===== src/rtl/mem_access_unit.sv =====
// mem_access_unit: load/store initiator for a word-addressed memory; sub-word stores use read-modify-write.
// Optional macro MAU_ALIGN_CHECK_EN rejects misaligned half/word requests; undefined forces natural alignment.
module mem_access_unit #(
   parameter int ADDR_W = 32
) (
   input  logic              clk,
   input  logic              reset,
   input  logic              req_valid,
   output logic              req_ready,
   input  logic              req_write,
   input  logic [1:0]        req_size,
   input  logic              req_signed,
   input  logic [ADDR_W-1:0] req_addr,
   input  logic [31:0]       req_wdata,
   output logic              resp_valid,
   output logic [31:0]       resp_rdata,
   output logic              resp_err,
   output logic              mem_read,
   output logic              mem_write,
   output logic [ADDR_W-1:0] mem_addr,
   output logic [31:0]       mem_wdata,
   input  logic [31:0]       mem_rdata
);

   typedef enum logic [2:0] {
      S_IDLE   = 3'd0,
      S_LOAD   = 3'd1,
      S_STORE  = 3'd2,
      S_RMW_RD = 3'd3,
      S_RMW_WR = 3'd4,
      S_ERR    = 3'd5,
      S_RESP   = 3'd6
   } state_e;

   state_e            state_q, state_d;
   logic              write_q, write_d;
   logic [1:0]        size_q, size_d;
   logic              signed_q, signed_d;
   logic [ADDR_W-1:0] addr_q, addr_d;
   logic [31:0]       wdata_q, wdata_d;
   logic [31:0]       rmw_q, rmw_d;
   logic [31:0]       rdata_q, rdata_d;
   logic              err_q, err_d;
   logic              req_misaligned;
   logic              req_illegal;

   // Picks the addressed lane and extends it; half lanes use addr[1] only, so alignment is implied.
   function automatic logic [31:0] load_extract(input logic [31:0] word, input logic [1:0] size,
                                                input logic sgn, input logic [1:0] lane);
      logic [7:0]  b;
      logic [15:0] h;
      logic [31:0] r;
      case (lane)
         2'b00:   b = word[7:0];
         2'b01:   b = word[15:8];
         2'b10:   b = word[23:16];
         default: b = word[31:24];
      endcase
      h = lane[1] ? word[31:16] : word[15:0];
      case (size)
         2'b00:   r = {{24{sgn & b[7]}}, b};
         2'b01:   r = {{16{sgn & h[15]}}, h};
         default: r = word;
      endcase
      return r;
   endfunction

   function automatic logic [31:0] store_merge(input logic [31:0] word, input logic [31:0] data,
                                               input logic [1:0] size, input logic [1:0] lane);
      logic [31:0] r;
      r = word;
      if (size == 2'b00) begin
         case (lane)
            2'b00:   r[7:0]   = data[7:0];
            2'b01:   r[15:8]  = data[7:0];
            2'b10:   r[23:16] = data[7:0];
            default: r[31:24] = data[7:0];
         endcase
      end else if (lane[1]) begin
         r[31:16] = data[15:0];
      end else begin
         r[15:0] = data[15:0];
      end
      return r;
   endfunction

`ifdef MAU_ALIGN_CHECK_EN
   assign req_misaligned = ((req_size == 2'b01) && req_addr[0]) ||
                           ((req_size == 2'b10) && (req_addr[1:0] != 2'b00));
`else
   assign req_misaligned = 1'b0;
`endif
   assign req_illegal = (req_size == 2'b11) || req_misaligned;

   // State and request registers; reset aborts any access in flight.
   always_ff @(posedge clk or posedge reset) begin
      if (reset) begin
         state_q  <= S_IDLE;
         write_q  <= 1'b0;
         size_q   <= 2'b00;
         signed_q <= 1'b0;
         addr_q   <= {ADDR_W{1'b0}};
         wdata_q  <= 32'h0000_0000;
         rmw_q    <= 32'h0000_0000;
         rdata_q  <= 32'h0000_0000;
         err_q    <= 1'b0;
      end else begin
         state_q  <= state_d;
         write_q  <= write_d;
         size_q   <= size_d;
         signed_q <= signed_d;
         addr_q   <= addr_d;
         wdata_q  <= wdata_d;
         rmw_q    <= rmw_d;
         rdata_q  <= rdata_d;
         err_q    <= err_d;
      end
   end

   // Next-state and datapath capture.
   always_comb begin
      state_d  = state_q;
      write_d  = write_q;
      size_d   = size_q;
      signed_d = signed_q;
      addr_d   = addr_q;
      wdata_d  = wdata_q;
      rmw_d    = rmw_q;
      rdata_d  = rdata_q;
      err_d    = err_q;
      case (state_q)
         S_IDLE: begin
            if (req_valid) begin
               write_d  = req_write;
               size_d   = req_size;
               signed_d = req_signed;
               addr_d   = req_addr;
               wdata_d  = req_wdata;
               err_d    = 1'b0;
               if (req_illegal)              state_d = S_ERR;
               else if (!req_write)          state_d = S_LOAD;
               else if (req_size == 2'b10)   state_d = S_STORE;
               else                          state_d = S_RMW_RD;
            end else begin
               state_d = S_IDLE;
            end
         end
         S_LOAD: begin
            rdata_d = load_extract(mem_rdata, size_q, signed_q, addr_q[1:0]);
            state_d = S_RESP;
         end
         S_STORE: begin
            rdata_d = 32'h0000_0000;
            state_d = S_RESP;
         end
         S_RMW_RD: begin
            rmw_d   = mem_rdata;
            state_d = S_RMW_WR;
         end
         S_RMW_WR: begin
            rdata_d = 32'h0000_0000;
            state_d = S_RESP;
         end
         S_ERR: begin
            rdata_d = 32'h0000_0000;
            err_d   = 1'b1;
            state_d = S_RESP;
         end
         S_RESP:  state_d = S_IDLE;
         default: state_d = S_IDLE;
      endcase
   end

   // Memory strobes are pure state decodes so they drop together with the asynchronous reset.
   always_comb begin
      mem_read  = 1'b0;
      mem_write = 1'b0;
      mem_addr  = {ADDR_W{1'b0}};
      mem_wdata = 32'h0000_0000;
      case (state_q)
         S_LOAD, S_RMW_RD: begin
            mem_read = 1'b1;
            mem_addr = {addr_q[ADDR_W-1:2], 2'b00};
         end
         S_STORE: begin
            mem_write = 1'b1;
            mem_addr  = {addr_q[ADDR_W-1:2], 2'b00};
            mem_wdata = wdata_q;
         end
         S_RMW_WR: begin
            mem_write = 1'b1;
            mem_addr  = {addr_q[ADDR_W-1:2], 2'b00};
            mem_wdata = store_merge(rmw_q, wdata_q, size_q, addr_q[1:0]);
         end
         default: begin
            mem_read  = 1'b0;
            mem_write = 1'b0;
         end
      endcase
   end

   assign req_ready  = (state_q == S_IDLE);
   assign resp_valid = (state_q == S_RESP);
   assign resp_err   = (state_q == S_RESP) && err_q;
   assign resp_rdata = rdata_q;

endmodule


===== config.mk =====
export PLATFORM = sky130hd
export DESIGN_NAME = mem_access_unit
export DESIGN_NICKNAME = d
export VERILOG_FILES = /design/src/rtl/mem_access_unit.sv
export SDC_FILE = /design/constraint.sdc
export NUM_CORES = 1
export LEC_CHECK = 0
export BUFFER_PORTS_ARGS = -buffer_cell sky130_fd_sc_hd__clkbuf_2
export CAP_MARGIN = 30
export CORE_MARGIN = 1.5
export CORE_UTILIZATION = 52
export DETAILED_ROUTE_END_ITERATION = 12
export PLACE_DENSITY_LB_ADDON = 0.2
export SYNTH_ARGS = -nofsm -noshare
export SYNTH_HDL_FRONTEND = slang
export SYNTH_SLANG_ARGS = --single-unit

===== constraint.sdc =====
create_clock -name clk -period 5.95 [get_ports clk]
set_clock_uncertainty 0.05 [all_clocks]
set_input_delay 1.19 -clock clk [delete_from_list [all_inputs] [get_ports clk]]
set_output_delay 1.19 -clock clk [all_outputs]
set_load 0.01 [all_outputs]

Word level (Yosys, flattened, before mapping) --
Cells that the tools add are included.
Cells by class: add/subtract/negate cells 0, $mul 0, div/mod/pow operators 0, magnitude comparators 0, eq/ne operators 12, shift-type cells 0, mux-type cells 23, bitwise logic cells 2, reductions and logical operators 14
Operators by type and width (number):
- $pmux 32 s2 | 3
- $mux 32 | 2
- $mux 16 | 3
- $mux 8 | 5
- $pmux 8 s3 | 1
- $eq 3x3->1 const B | 3
- $pmux 3 s3 | 1
- $reduce_or 4->1 | 2
- $eq 2x2->1 const B | 3
- $eq 3x2->1 const B | 2
- $mux 3 | 2
- $reduce_or 3->1 | 2
- $eq 2x1->1 const B | 2
- $logic_not 2->1 | 2
- $mux 1 | 4
- $reduce_and 2->1 | 2
- $reduce_bool 2->1 | 2
- $reduce_or 2->1 | 2
- $eq 3x1->1 const B | 1
- $logic_not 3->1 | 1
- $and 1x1->1 | 2
- $mux 2 | 1
- $ne 2x2->1 const B | 1
- $pmux 1 s2 | 1
- $logic_and 1x1->1 | 1
Storage, ports and cells: register bits 135, latch bits 0, bits in writable memories 0, bits in read-only memories 0, output and inout bits 101, word-level logic and storage cells 59, memories 0

Depth between registers and ports, before layout --
Gate-level depths: netlist of run 1.
word-level depth 6, depth in mapped cells 7, depth with buffers taken out 4

Worst setup path after synthesis of run 1 --
Ideal clock, no wire load.
kind register to output, from register size_q[1], to output port mem_wdata[13], arrival time 1.541 ns, data required time 4.710 ns, slack 3.169 ns, cell stages (with the launch flop) 7, path through dfrtp_1 > buf_2 > or2_4 > buf_6 > o21a_4 > or2_0 > a32o_1
Between the ends: word-level cells in the longest chain between the ends 3
RTL lines:
- start: declaration | line 37 | logic [1:0] size_q, size_d;
- start signal: assignment | line 110 | size_q <= size_d;
- $logic_not 2->1 | line 72 | if (size == 2'b00) begin
- $mux 32 | line 72
- $pmux 32 s2 | line 180 | case (state_q)
- end: declaration | line 21 | output logic [31:0] mem_wdata,
Every way passes these cells.

Final worst setup path of run 1 --
from register state_q[0], to output port mem_wdata[4]
Between the ends: word-level cells in the longest chain between the ends 2, elaborated cells between the ends (all ways) 3
RTL lines:
- start: declaration | line 35 | state_e state_q, state_d;
- start signal: assignment | line 108 | state_q <= state_d;
- $eq 3x3->1 or $eq 3x2->1 (tied branches) | line 180
- $pmux 32 s2 * | line 180
Mark *: on every way between the ends. The rest lies on a longest branch, timed or not.

==> results of run 1 <==
[power breakdown]
group	internal, mW	total, mW	switching (mW)
combinational	0.932	2.03	1.10
sequential	1.29	1.63	0.344
clock	0.577	0.940	0.363
[routing by layer]
layer	track usage	up-vias
met5	0	-
met2	0.4152	262
met3	0.06589	29
li1	-	2574
met1	0.3873	2762
met4	0.09527	0
[worst max path at each step]
stage	slack [ns]	to	cells past startpoint
global route	1.72	mem_wdata[4]	6
CTS	1.93	mem_wdata[4]	6
floorplan	1.10	addr_q[0]$_DFFE_PP0P_	1
finish	1.91	mem_wdata[4]	6
global placement	2.43	mem_wdata[8]	5
detailed placement	2.39	mem_wdata[4]	6
[flip-flops by register name, indices dropped and copies added, names as in the netlist]
register and flops:
addr_q 32, err_q 1, resp_rdata 32, rmw_q 32, signed_q 1, size_q 2, state_q 3, wdata_q 32
[cells by family after synthesis]
group / count (synthesis) / synth area share
DFF: 135 / 0.4922
muxes: 122 / 0.1960
xor gates and xnor gates: 1 / 0.001276
other: 1 / 0.0005463
and+or+nand+nor: 159 / 0.1302
buffers and inverters: 72 / 0.04739
AOI/OAI and AO/OA: 124 / 0.1325
[area by class of cell]
cell class / count / share of cell area
multi-input combinational: 408 / 0.3728
clock inverter: 4 / 0.002352
inverter: 24 / 0.01088
timing repair buffer: 210 / 0.1323
sequential: 135 / 0.3969
tap: 172 / 0.02529
clock buffer: 25 / 0.05939
[stage by stage]
stage	setup slack, ns	cell area, sq um	cells
floorplan	1.099	6868	615
global route	1.723	8511	978
finish	1.914	8511	978
CTS	1.932	8511	978
detailed placement	2.391	7985	949
global placement	2.434	7910	946
[Yosys cell counts, drive strengths merged (10+ instances only)]
cell type and count:
a32o 19, and2 33, o21ai 51, dfrtp 135, clkbuf 19, buf 29
nor2 13, nand2b 11, a22o 11, mux2i 23, inv 24, a221o 17
nand2 41, mux2 99, nand3 22, or2 10
==> reports/qor_table.md, run 1 <==
| Result | Value |
|:---|:---|
| Kind of critical path | reg2out |
| Vias in the first global route | 5480 |
| Number of cells on the worst hold path | 1 |
| Total wirelength of the detailed-routed design | 18400 microns |
| Remaining global-route overflow | 0 |
| Vertical die dimension | 117.9 microns |
| TritonCTS clock tree | built |
| Number of synthesized flops with an enable pin | 0 |
| Start point of the critical path | state_q[0]$_DFF_PP0_ |
| Headroom to the max-slew limit | 0.3071 |
| FF-to-FF Start | state_q[2]$_DFF_PP0_ |
| Standard cell with the maximum stage delay on the critical path | sky130_fd_sc_hd__nor2_1 |
| CTS max path bufs | 2 |
| Layout overhead on the synthesized area | 23.99% |
| Commonest cells after routing, fill and taps aside | 201 x sky130_fd_sc_hd__clkbuf_2, 135 x sky130_fd_sc_hd__dfrtp_1, 66 x sky130_fd_sc_hd__mux2_1 |
| Die width | 117.9 microns |
| Highest ir drop seen on vdd | 209.6 uV |
| Number of top-level pins | 204 |
| Max cap viols | 0 |
| Async set-or-reset flop fraction in the synthesized netlist | 1.000 |
| Final core utilization | 0.6663 |
| Worst slew pin tran | 1.034 ns |
| Slack of the worst reg-to-reg path | 3.27 ns |
| Crit-path max cell delay | 0.54 ns |
| Iter 0 DRT Violations | 432 |
| Clock tree root driver cell | sky130_fd_sc_hd__clkbuf_16 |
| Pin count of the biggest net entering global routing | 52 |
| Number of inserted filler cells in the final layout | 992 |
| Count of instances resized after the clock tree is built | 0 |
| Required time of the critical path | 4.71 ns |
| Number of synthesized register bits | 135 |
| CP delay by family, top | simple AND/OR/NAND/NOR gates |
| WL met1 | 8090 microns |
| Hold/Removal Path Class | reg2reg |
| Number of rows in the core area | 41 |
| Maximum level of the CTS H-tree | 4 |
| Post-synthesis cell count | 614 |
| Data arrival, critical path | 2.80 ns |
| Shortest period the worst path allows | 4.036 ns |
| Cell leakage power | 4.054 nW |
| Avg Cell Area, Syn | 11.18 sq um |
| Area taken by multi-input logic gates | 3173 sq um |
| Post-synthesis instance area | 6864 sq um |
| Clock buffers created by TritonCTS | 17 |
| RSZ-0062 raised after global routing | no |
| Total design power | 4.602 mW |
| Highest attainable clock frequency | 247.8 MHz |
| Yosys top cell area share | 0.4922 |
| Length in cells of the worst reg-to-reg path | 5 |
| Pwr per Cell Area | 540.8 nW/um^2 |
| Post-layout net count | 899 |
| Number of remaining DRC errors | 0 |
| Sequential area share after synthesis | 0.4922 |
| Post-CTS setup repair buffer count | 0 |
| Antenna Violating Nets Remaining | 0 |
| Total area of sequential cells | 3378 sq um |
| Share of cells above drive strength 1 | 0.3524 |
| Count of unique library cells instantiated by Yosys | 51 |
| Top Metal Used | met4 |
| # diodes | 0 |
| Highest fanout seen on the critical path | 51 |
| Worst hold slack | 0.4237 ns |
| Clock insertion delay at the later pin of the skew report | 0.42 ns |
| Clock-pin slew of the registers on the worst-case setup and hold paths | 0.05 ns |
| Final period util | 0.6783 |
| RD Place Congestion | 0.8867 |
| Per-cell routed wire length | 18.82 microns |
| Critical register-to-register path endpoint | wdata_q[9]$_DFFE_PP0P_ |
| # port buffers | 201 |
| Initial Utilization | 0.5374 |
| Count of final max-slew check failures | 0 |
| Number of antenna violations at the first check in global routing | 0 |
| Overall die area | 13900 sq um |
| Worst path most repeated cell | sky130_fd_sc_hd__nor2_1 |
| Cell types with the largest area share after synthesis | sky130_fd_sc_hd__dfrtp_1 49%, sky130_fd_sc_hd__mux2_1 11%, sky130_fd_sc_hd__mux2_2 5.4% |
| Post-DR vias/cell | 5.754 |
| Kind of capture point of the worst setup path | output pin |
| Final setup fails | 0 |
| Area of the core | 12770 sq um |
| Hold buffer count at cts | 0 |
| Synth warnings | 0 |
| Most frequent standard cell in the layout excluding fill and tap cells | sky130_fd_sc_hd__clkbuf_2 |
| Via Count | 5627 |
| Count of TritonRoute iterations in the first routing pass | 5 |
| HPWL after DPL | 13620 microns |
| Global-route wire length before repair | 29670 microns |
| Worst Hold Endpoint | addr_q[4]$_DFFE_PP0P_ |
| Overall routing resource usage | 0.2744 |
| Most instantiated flip-flop cell in the synthesis netlist | sky130_fd_sc_hd__dfrtp_1 |
| Buf/Inv on CP | 2 |
| Length of routed met2 wiring | 8608 microns |
| Worst Min Path Start | addr_q[4]$_DFFE_PP0P_ |
| Worst setup SP type | flip-flop |
| Final hold violation count | 0 |
| Sink count of the clock tree | 135 |
| Critical Path, Cell by Cell | buf_4 > nor2_1 > nand2_1 > nor2_1 > a22o_1 > clkbuf_2 |
| Result of the run | completed |
| WL met3 | 1338 microns |
| Total Negative Setup Slacks | 0 ns |
| Largest area contributor in the synthesized netlist | sky130_fd_sc_hd__dfrtp_1 |
(Power assumes the default switching activity.)
==> run 2: changes to the inputs <==
--- a/config.mk
+++ b/config.mk
@@ -5,10 +5,11 @@
 export SDC_FILE = /design/constraint.sdc
 export NUM_CORES = 1
 export LEC_CHECK = 0
+export ABC_AREA = 1
 export BUFFER_PORTS_ARGS = -buffer_cell sky130_fd_sc_hd__clkbuf_2
 export CAP_MARGIN = 30
 export CORE_MARGIN = 1.5
-export CORE_UTILIZATION = 52
+export CORE_UTILIZATION = 53
 export DETAILED_ROUTE_END_ITERATION = 12
 export PLACE_DENSITY_LB_ADDON = 0.2
 export SYNTH_ARGS = -nofsm -noshare
==> constraint.sdc (replaced) <==
create_clock -name clk -period 3.9 [get_ports clk]
set_clock_uncertainty 0.05 [all_clocks]
set_input_delay 0.78 -clock clk [delete_from_list [all_inputs] [get_ports clk]]
set_output_delay 0.78 -clock clk [all_outputs]
set_load 0.01 [all_outputs]
==> reports/qor_table.md, run 2 <==
| Result | Value | vs previous |
|:---|:---|:---|
| Result of the run | completed |  |
| Count of final max-slew check failures | 0 | unchanged |
| Number of rows in the core area | 41 | unchanged |
| Overall die area | 14000 sq um | +0.71% |
| Layout Cell Area excl Fill | 8667 sq um | +1.8% |
| Cell types with the largest area share after synthesis | sky130_fd_sc_hd__dfrtp_1 48%, sky130_fd_sc_hd__nand2_1 20%, sky130_fd_sc_hd__o21ai_0 11% |  |
| Most common library cells after synthesis | 379 x sky130_fd_sc_hd__nand2_1, 150 x sky130_fd_sc_hd__o21ai_0, 135 x sky130_fd_sc_hd__dfrtp_1 |  |
| DP Worst Slack | 1.060 ns | -1.331 ns |
| Setup slack of the critical path after layout | 0.5794 ns | -1.335 ns |
| Post-layout net count | 1258 | +40% |
| Global-route wire length before repair | 32110 microns | +8.2% |
| Hold/Removal Path Class | in2async |  |
| Post-synthesis cell count | 979 | +59% |
| Post-synthesis instance area | 7047 sq um | +2.7% |
| Number of remaining DRC errors | 0 | unchanged |
| Final period util | 0.8514 |  |
| Number of inserted filler cells in the final layout | 1148 | +16% |
| Clock tree root driver cell | sky130_fd_sc_hd__clkbuf_16 |  |
| Commonest cells after routing, fill and taps aside | 379 x sky130_fd_sc_hd__nand2_1, 201 x sky130_fd_sc_hd__clkbuf_2, 150 x sky130_fd_sc_hd__o21ai_0 |  |
| Clock-pin slew of the registers on the worst-case setup and hold paths | 0.06 ns | about the same |
| Kind of capture point of the worst setup path | output pin |  |
| Per-cell routed wire length | 14.91 microns | -21% |
| Worst setup SP type | flip-flop |  |
| Crit-path max cell delay | 0.38 ns | -0.16 ns |
| Highest fanout seen on the critical path | 26 | -49% |
| Area of the core | 12770 sq um | unchanged |
| # port buffers | 201 | unchanged |
| Share of cells above drive strength 1 | 0.2295 | -0.1229 |
| Final setup fails | 0 | unchanged |
| Clock insertion delay at the later pin of the skew report | 0.42 ns | about the same |
| Pin count of the biggest net entering global routing | 74 | +42% |
| RD Place Congestion | 0.9071 | +2.3% |
| Count of unique library cells instantiated by Yosys | 26 | -49% |
| Pwr per Cell Area | 872.6 nW/um^2 | +61% |
| Initial Utilization | 0.5517 | +0.01430 |
| CTS max path bufs | 2 | unchanged |
| Sink count of the clock tree | 135 | unchanged |
| Headroom to the max-slew limit | 0.4036 | +0.09649 |
| TritonCTS clock tree | built |  |
| Via Count | 6987 | +24% |
| Clock buffers created by TritonCTS | 17 | unchanged |
| Sequential area share after synthesis | 0.4794 | -0.01276 |
| Remaining global-route overflow | 0 | unchanged |
| Post-CTS setup repair buffer count | 0 | unchanged |
| Most frequent standard cell in the layout excluding fill and tap cells | sky130_fd_sc_hd__nand2_1 |  |
| Worst slew pin tran | 0.8936 ns | -0.1406 ns |
| Layout overhead on the synthesized area | 22.99% |  |
| Number of antenna violations at the first check in global routing | 0 | unchanged |
| Kind of critical path | reg2out |  |
| Iter 0 DRT Violations | 778 | +80% |
| Placed cell area | 8103 sq um | +1.5% |
| Highest attainable clock frequency | 301.2 MHz |  |
| Most instantiated flip-flop cell in the synthesis netlist | sky130_fd_sc_hd__dfrtp_1 |  |
| Maximum level of the CTS H-tree | 4 | unchanged |
| Largest area contributor in the synthesized netlist | sky130_fd_sc_hd__dfrtp_1 |  |
| Hold buffer count at cts | 0 | unchanged |
| Vias in the first global route | 6514 | +19% |
| Antenna Violating Nets Remaining | 0 | unchanged |
| Standard cell with the maximum stage delay on the critical path | sky130_fd_sc_hd__dfrtp_1 |  |
| Data arrival, critical path | 2.49 ns | -0.31 ns |
| Die width | 118.3 microns | +0.35% |
| HPWL after DPL | 14500 microns | +6.5% |
| Final hold violation count | 0 | unchanged |
| Async set-or-reset flop fraction in the synthesized netlist | 1.000 | unchanged |
| Yosys top cell area share | 0.4794 | -0.01276 |
| Overall routing resource usage | 0.2918 | +0.01734 |
| Synth warnings | 0 | unchanged |
| Required time of the critical path | 3.07 ns | -1.64 ns |
| Count of instances resized after the clock tree is built | 0 | unchanged |
| Most common cell in the netlist | sky130_fd_sc_hd__nand2_1 |  |
| Number of top-level pins | 204 | unchanged |
| Placed cell count | 1308 | +38% |
| RSZ-0062 raised after global routing | no |  |
| Total wirelength of the detailed-routed design | 19980 microns | +8.5% |
| # diodes | 0 | unchanged |
| Total design power | 7.563 mW | +64% |
| Total Negative Setup Slacks | 0 ns | unchanged |
| Number of synthesized register bits | 135 | unchanged |
| Highest ir drop seen on vdd | 463.8 uV | +120% |
| Max cap viols | 0 | unchanged |
| Vertical die dimension | 118.3 microns | +0.35% |
| Shortest period the worst path allows | 3.321 ns |  |
| Count of TritonRoute iterations in the first routing pass | 5 | unchanged |
| Count of placed standard cells in the final layout, fillers left out | 1340 | +37% |
| Critical Path, Cell by Cell | inv_1 > nand2_2 > inv_1 > nand2_2 > nand2_1 > o21ai_0 > nand2_1 > clkbuf_2 |  |
| Final core utilization | 0.6785 | +0.01224 |
| Avg Cell Area, Syn | 7.198 sq um | -36% |
| Post-DR vias/cell | 5.214 | -9.4% |
| Number of synthesized flops with an enable pin | 0 | unchanged |
| Cell leakage power | 4.782 nW | +18% |
| Worst hold slack | 0.4194 ns | -0.004309 ns |
## run 2: cell count changes after synthesis, moves of 33 or more
| cell | change |
|---|---|
| sky130_fd_sc_hd__a21oi_1 | +42 |
| sky130_fd_sc_hd__o21ai_0 | +113 |
| sky130_fd_sc_hd__inv_1 | +51 |
| sky130_fd_sc_hd__and2_1 | -33 |
| sky130_fd_sc_hd__mux2_1 | -60 |
| sky130_fd_sc_hd__nand2_1 | +339 |
| sky130_fd_sc_hd__nor2_1 | +45 |
| sky130_fd_sc_hd__mux2_2 | -33 |
## run 2: critical path, delay by kind of cell, from the launching register on
kind            cells  cell delay (ns)
buf+inv             3             0.35
flops               1             0.38
simple gates        4             0.98
compound gates      1             0.36
## run 2: logic make-up after synthesis
group,share of synthesized area
simple gates,0.2603
mux,0.009587
flops,0.4794
other cells,0.0005322
buf+inv,0.08594
compound gates,0.1642
## run 2: cell type report
type                    count  area [sq um]  area share
clock buffers              25         495.5     0.05717
clock inverters             7         68.82    0.007940
inverters                  84         319.1     0.03681
multi-input cells         703          3074      0.3547
flip-flops and latches    135          3378      0.3898
well taps                 172         215.2     0.02483
repair buffers            214          1116      0.1288
## run 2: final timing paths
path                                         start                         end  cells past startpoint  slack (ns)
setup reg to reg             addr_q[1]$_DFFE_PP0P_  resp_rdata[23]$_DFFE_PP0P_                      8        1.66
min in group clk           wdata_q[27]$_DFFE_PP0P_     wdata_q[27]$_DFFE_PP0P_                      2        0.42
hold / removal                               reset     wdata_q[17]$_DFFE_PP0P_                      2        0.42
max in group asynchronous                    reset   resp_rdata[3]$_DFFE_PP0P_                      3        2.54
setup / recovery             size_q[0]$_DFFE_PP0P_               mem_wdata[17]                      8        0.58
hold reg to reg            wdata_q[27]$_DFFE_PP0P_     wdata_q[27]$_DFFE_PP0P_                      2        0.42
## run 2: report_power, final
| part | internal [mW] | switching (mW) | leakage, nW |
|---|---|---|---|
| clock network | 0.941 | 0.592 | 0.273 |
| registers | 2.01 | 0.430 | 1.70 |
| logic | 1.21 | 2.39 | 2.81 |
| total | 4.15 | 3.41 | 4.78 |
## run 2: routing by layer
layer / up-vias / wire length [microns] / track usage
li1: 3438 / - / -
met1: 3230 / 8477 / 0.3825
met2: 270 / 9472 / 0.4560
met3: 49 / 1307 / 0.07529
met4: 0 / 718 / 0.1311
met5: - / 0 / 0
==> run 3: changes to the inputs <==
--- a/config.mk
+++ b/config.mk
@@ -8,8 +8,10 @@
 export ABC_AREA = 1
 export BUFFER_PORTS_ARGS = -buffer_cell sky130_fd_sc_hd__clkbuf_2
 export CAP_MARGIN = 30
+export CELL_PAD_IN_SITES_DETAIL_PLACEMENT = 0
+export CELL_PAD_IN_SITES_GLOBAL_PLACEMENT = 1
 export CORE_MARGIN = 1.5
-export CORE_UTILIZATION = 53
+export CORE_UTILIZATION = 37
 export DETAILED_ROUTE_END_ITERATION = 12
 export PLACE_DENSITY_LB_ADDON = 0.2
 export SYNTH_ARGS = -nofsm -noshare
==> reports/qor_table.md, run 3 (synthesized netlist as in run 2, its figures left out) <==
| Result | Value | vs previous |
|:---|:---|:---|
| Required time of the critical path | 3.07 ns | about the same |
| Final period util | 0.8806 | +0.02914 |
| Kind of capture point of the worst setup path | output pin |  |
| Global-route wire length before repair | 34840 microns | +8.5% |
| Headroom to the max-slew limit | 0.4950 | +0.09141 |
| Worst setup SP type | flip-flop |  |
| Total Negative Setup Slacks | 0 ns | unchanged |
| Cell leakage power | 4.829 nW | +0.98% |
| Clock tree root driver cell | sky130_fd_sc_hd__clkbuf_16 |  |
| Clock-pin slew of the registers on the worst-case setup and hold paths | 0.06 ns | about the same |
| Post-CTS setup repair buffer count | 0 | unchanged |
| Sink count of the clock tree | 135 | unchanged |
| Layout overhead on the synthesized area | 25.39% |  |
| RSZ-0062 raised after global routing | no |  |
| # diodes | 0 | unchanged |
| # port buffers | 201 | unchanged |
| Number of remaining DRC errors | 0 | unchanged |
| Clock buffers created by TritonCTS | 17 | unchanged |
| Hold/Removal Path Class | in2async |  |
| Highest attainable clock frequency | 291.2 MHz | -3.3% |
| Total design power | 7.694 mW | +1.7% |
| Initial Utilization | 0.3767 | -0.1749 |
| Vias in the first global route | 6524 | +0.15% |
| Clock insertion delay at the later pin of the skew report | 0.43 ns | about the same |
| Number of top-level pins | 204 | unchanged |
| Data arrival, critical path | 2.60 ns | +0.11 ns |
| Iter 0 DRT Violations | 334 | -57% |
| Number of inserted filler cells in the final layout | 1961 | +71% |
| CTS max path bufs | 2 | unchanged |
| Max cap viols | 0 | unchanged |
| Remaining global-route overflow | 0 | unchanged |
| Worst slew pin tran | 0.7557 ns | -0.1380 ns |
| Number of rows in the core area | 50 | +22% |
| Antenna Violating Nets Remaining | 0 | unchanged |
| Post-layout net count | 1260 | +0.16% |
| Highest fanout seen on the critical path | 26 | unchanged |
| Count of instances resized after the clock tree is built | 0 | unchanged |
| Overall routing resource usage | 0.2275 | -0.06427 |
| Number of antenna violations at the first check in global routing | 0 | unchanged |
| Result of the run | completed |  |
| Overall die area | 19880 sq um | +42% |
| HPWL after DPL | 15930 microns | +9.9% |
| Count of placed standard cells in the final layout, fillers left out | 1404 | +4.8% |
| Count of final max-slew check failures | 0 | unchanged |
| RD Place Congestion | 0.8013 | -12% |
| Die width | 141.0 microns | +19% |
| Post-DR vias/cell | 4.831 | -7.3% |
| Pwr per Cell Area | 870.8 nW/um^2 | -0.21% |
| Kind of critical path | reg2out |  |
| Area of the core | 18710 sq um | +46% |
| Hold buffer count at cts | 0 | unchanged |
| Count of TritonRoute iterations in the first routing pass | 5 | unchanged |
| Final setup fails | 0 | unchanged |
| Final hold violation count | 0 | unchanged |
| Shortest period the worst path allows | 3.434 ns | +0.1136 ns |
| Share of cells above drive strength 1 | 0.2316 | +0.002172 |
| Maximum level of the CTS H-tree | 4 | unchanged |
| Commonest cells after routing, fill and taps aside | 379 x sky130_fd_sc_hd__nand2_1, 201 x sky130_fd_sc_hd__clkbuf_2, 150 x sky130_fd_sc_hd__o21ai_0 |  |
| Per-cell routed wire length | 15.48 microns | +3.9% |
| Placed cell count | 1371 | +4.8% |
| Total wirelength of the detailed-routed design | 21740 microns | +8.8% |
| Vertical die dimension | 141.0 microns | +19% |
| TritonCTS clock tree | built |  |
| Highest ir drop seen on vdd | 455.3 uV | -1.8% |
| Via Count | 6783 | -2.9% |
| Final core utilization | 0.4724 | -0.2061 |
| Pin count of the biggest net entering global routing | 94 | +27% |
| Most frequent standard cell in the layout excluding fill and tap cells | sky130_fd_sc_hd__nand2_1 |  |
## run 3: final cells by class
type | instances | area [sq um] | area share
multi-input cells | 703 | 3074 | 0.3479
well taps | 234 | 292.8 | 0.03314
clock buffers | 22 | 464.2 | 0.05253
inverters | 84 | 319.1 | 0.03611
clock inverters | 10 | 118.9 | 0.01345
repair buffers | 216 | 1189 | 0.1345
flip-flops and latches | 135 | 3378 | 0.3823
## run 3: worst paths after layout
path,depth (start not counted),slack [ns],start,endpoint
max,8,0.47,size_q[0]$_DFFE_PP0P_,mem_wdata[17]
min,2,0.16,reset,wdata_q[26]$_DFFE_PP0P_
max reg2reg,8,1.66,addr_q[1]$_DFFE_PP0P_,resp_rdata[23]$_DFFE_PP0P_
min reg2reg,2,0.42,wdata_q[24]$_DFFE_PP0P_,wdata_q[24]$_DFFE_PP0P_
max in group asynchronous,4,2.85,reset,rmw_q[16]$_DFFE_PP0P_
min in group clk,2,0.42,wdata_q[24]$_DFFE_PP0P_,wdata_q[24]$_DFFE_PP0P_
## run 3: where the power goes
group	total [mW]	switching, mW	internal, mW
Clock	1.61	0.634	0.979
Combinational	3.64	2.41	1.23
Sequential	2.44	0.433	2.01
Total	7.69	3.48	4.21
## run 3: per-stage QoR
stage	worst slack, ns	hold WS (ns)	cell area [sq um]
after floorplan	1.391	0.3922	7054
after global routing	0.2171	0.1565	8836
after CTS	0.4546	0.4227	8816
after global placement	0.9838	0.4058	8205
final	0.4658	0.1624	8836
after detailed placement	0.9133	0.4085	8233
## run 3: critical path, stage by stage, from the launching register on
cell and delay (ns):
sky130_fd_sc_hd__dfrtp_1 0.39, sky130_fd_sc_hd__inv_1 0.09, sky130_fd_sc_hd__nand2_2 0.35, sky130_fd_sc_hd__inv_1 0.13, sky130_fd_sc_hd__nand2_2 0.28, sky130_fd_sc_hd__nand2_1 0.28, sky130_fd_sc_hd__o21ai_0 0.43, sky130_fd_sc_hd__nand2_1 0.09
sky130_fd_sc_hd__clkbuf_2 0.14
## run 3: routing by layer
layer,share of wire,global-route usage,up-vias,wire length [microns]
met4,0.018,0.07401,0,399
met3,0.055,0.05197,29,1190
met1,0.44,0.3007,3136,9629
met5,0,0,-,0
li1,-,-,3449,-
met2,0.48,0.3697,169,10520
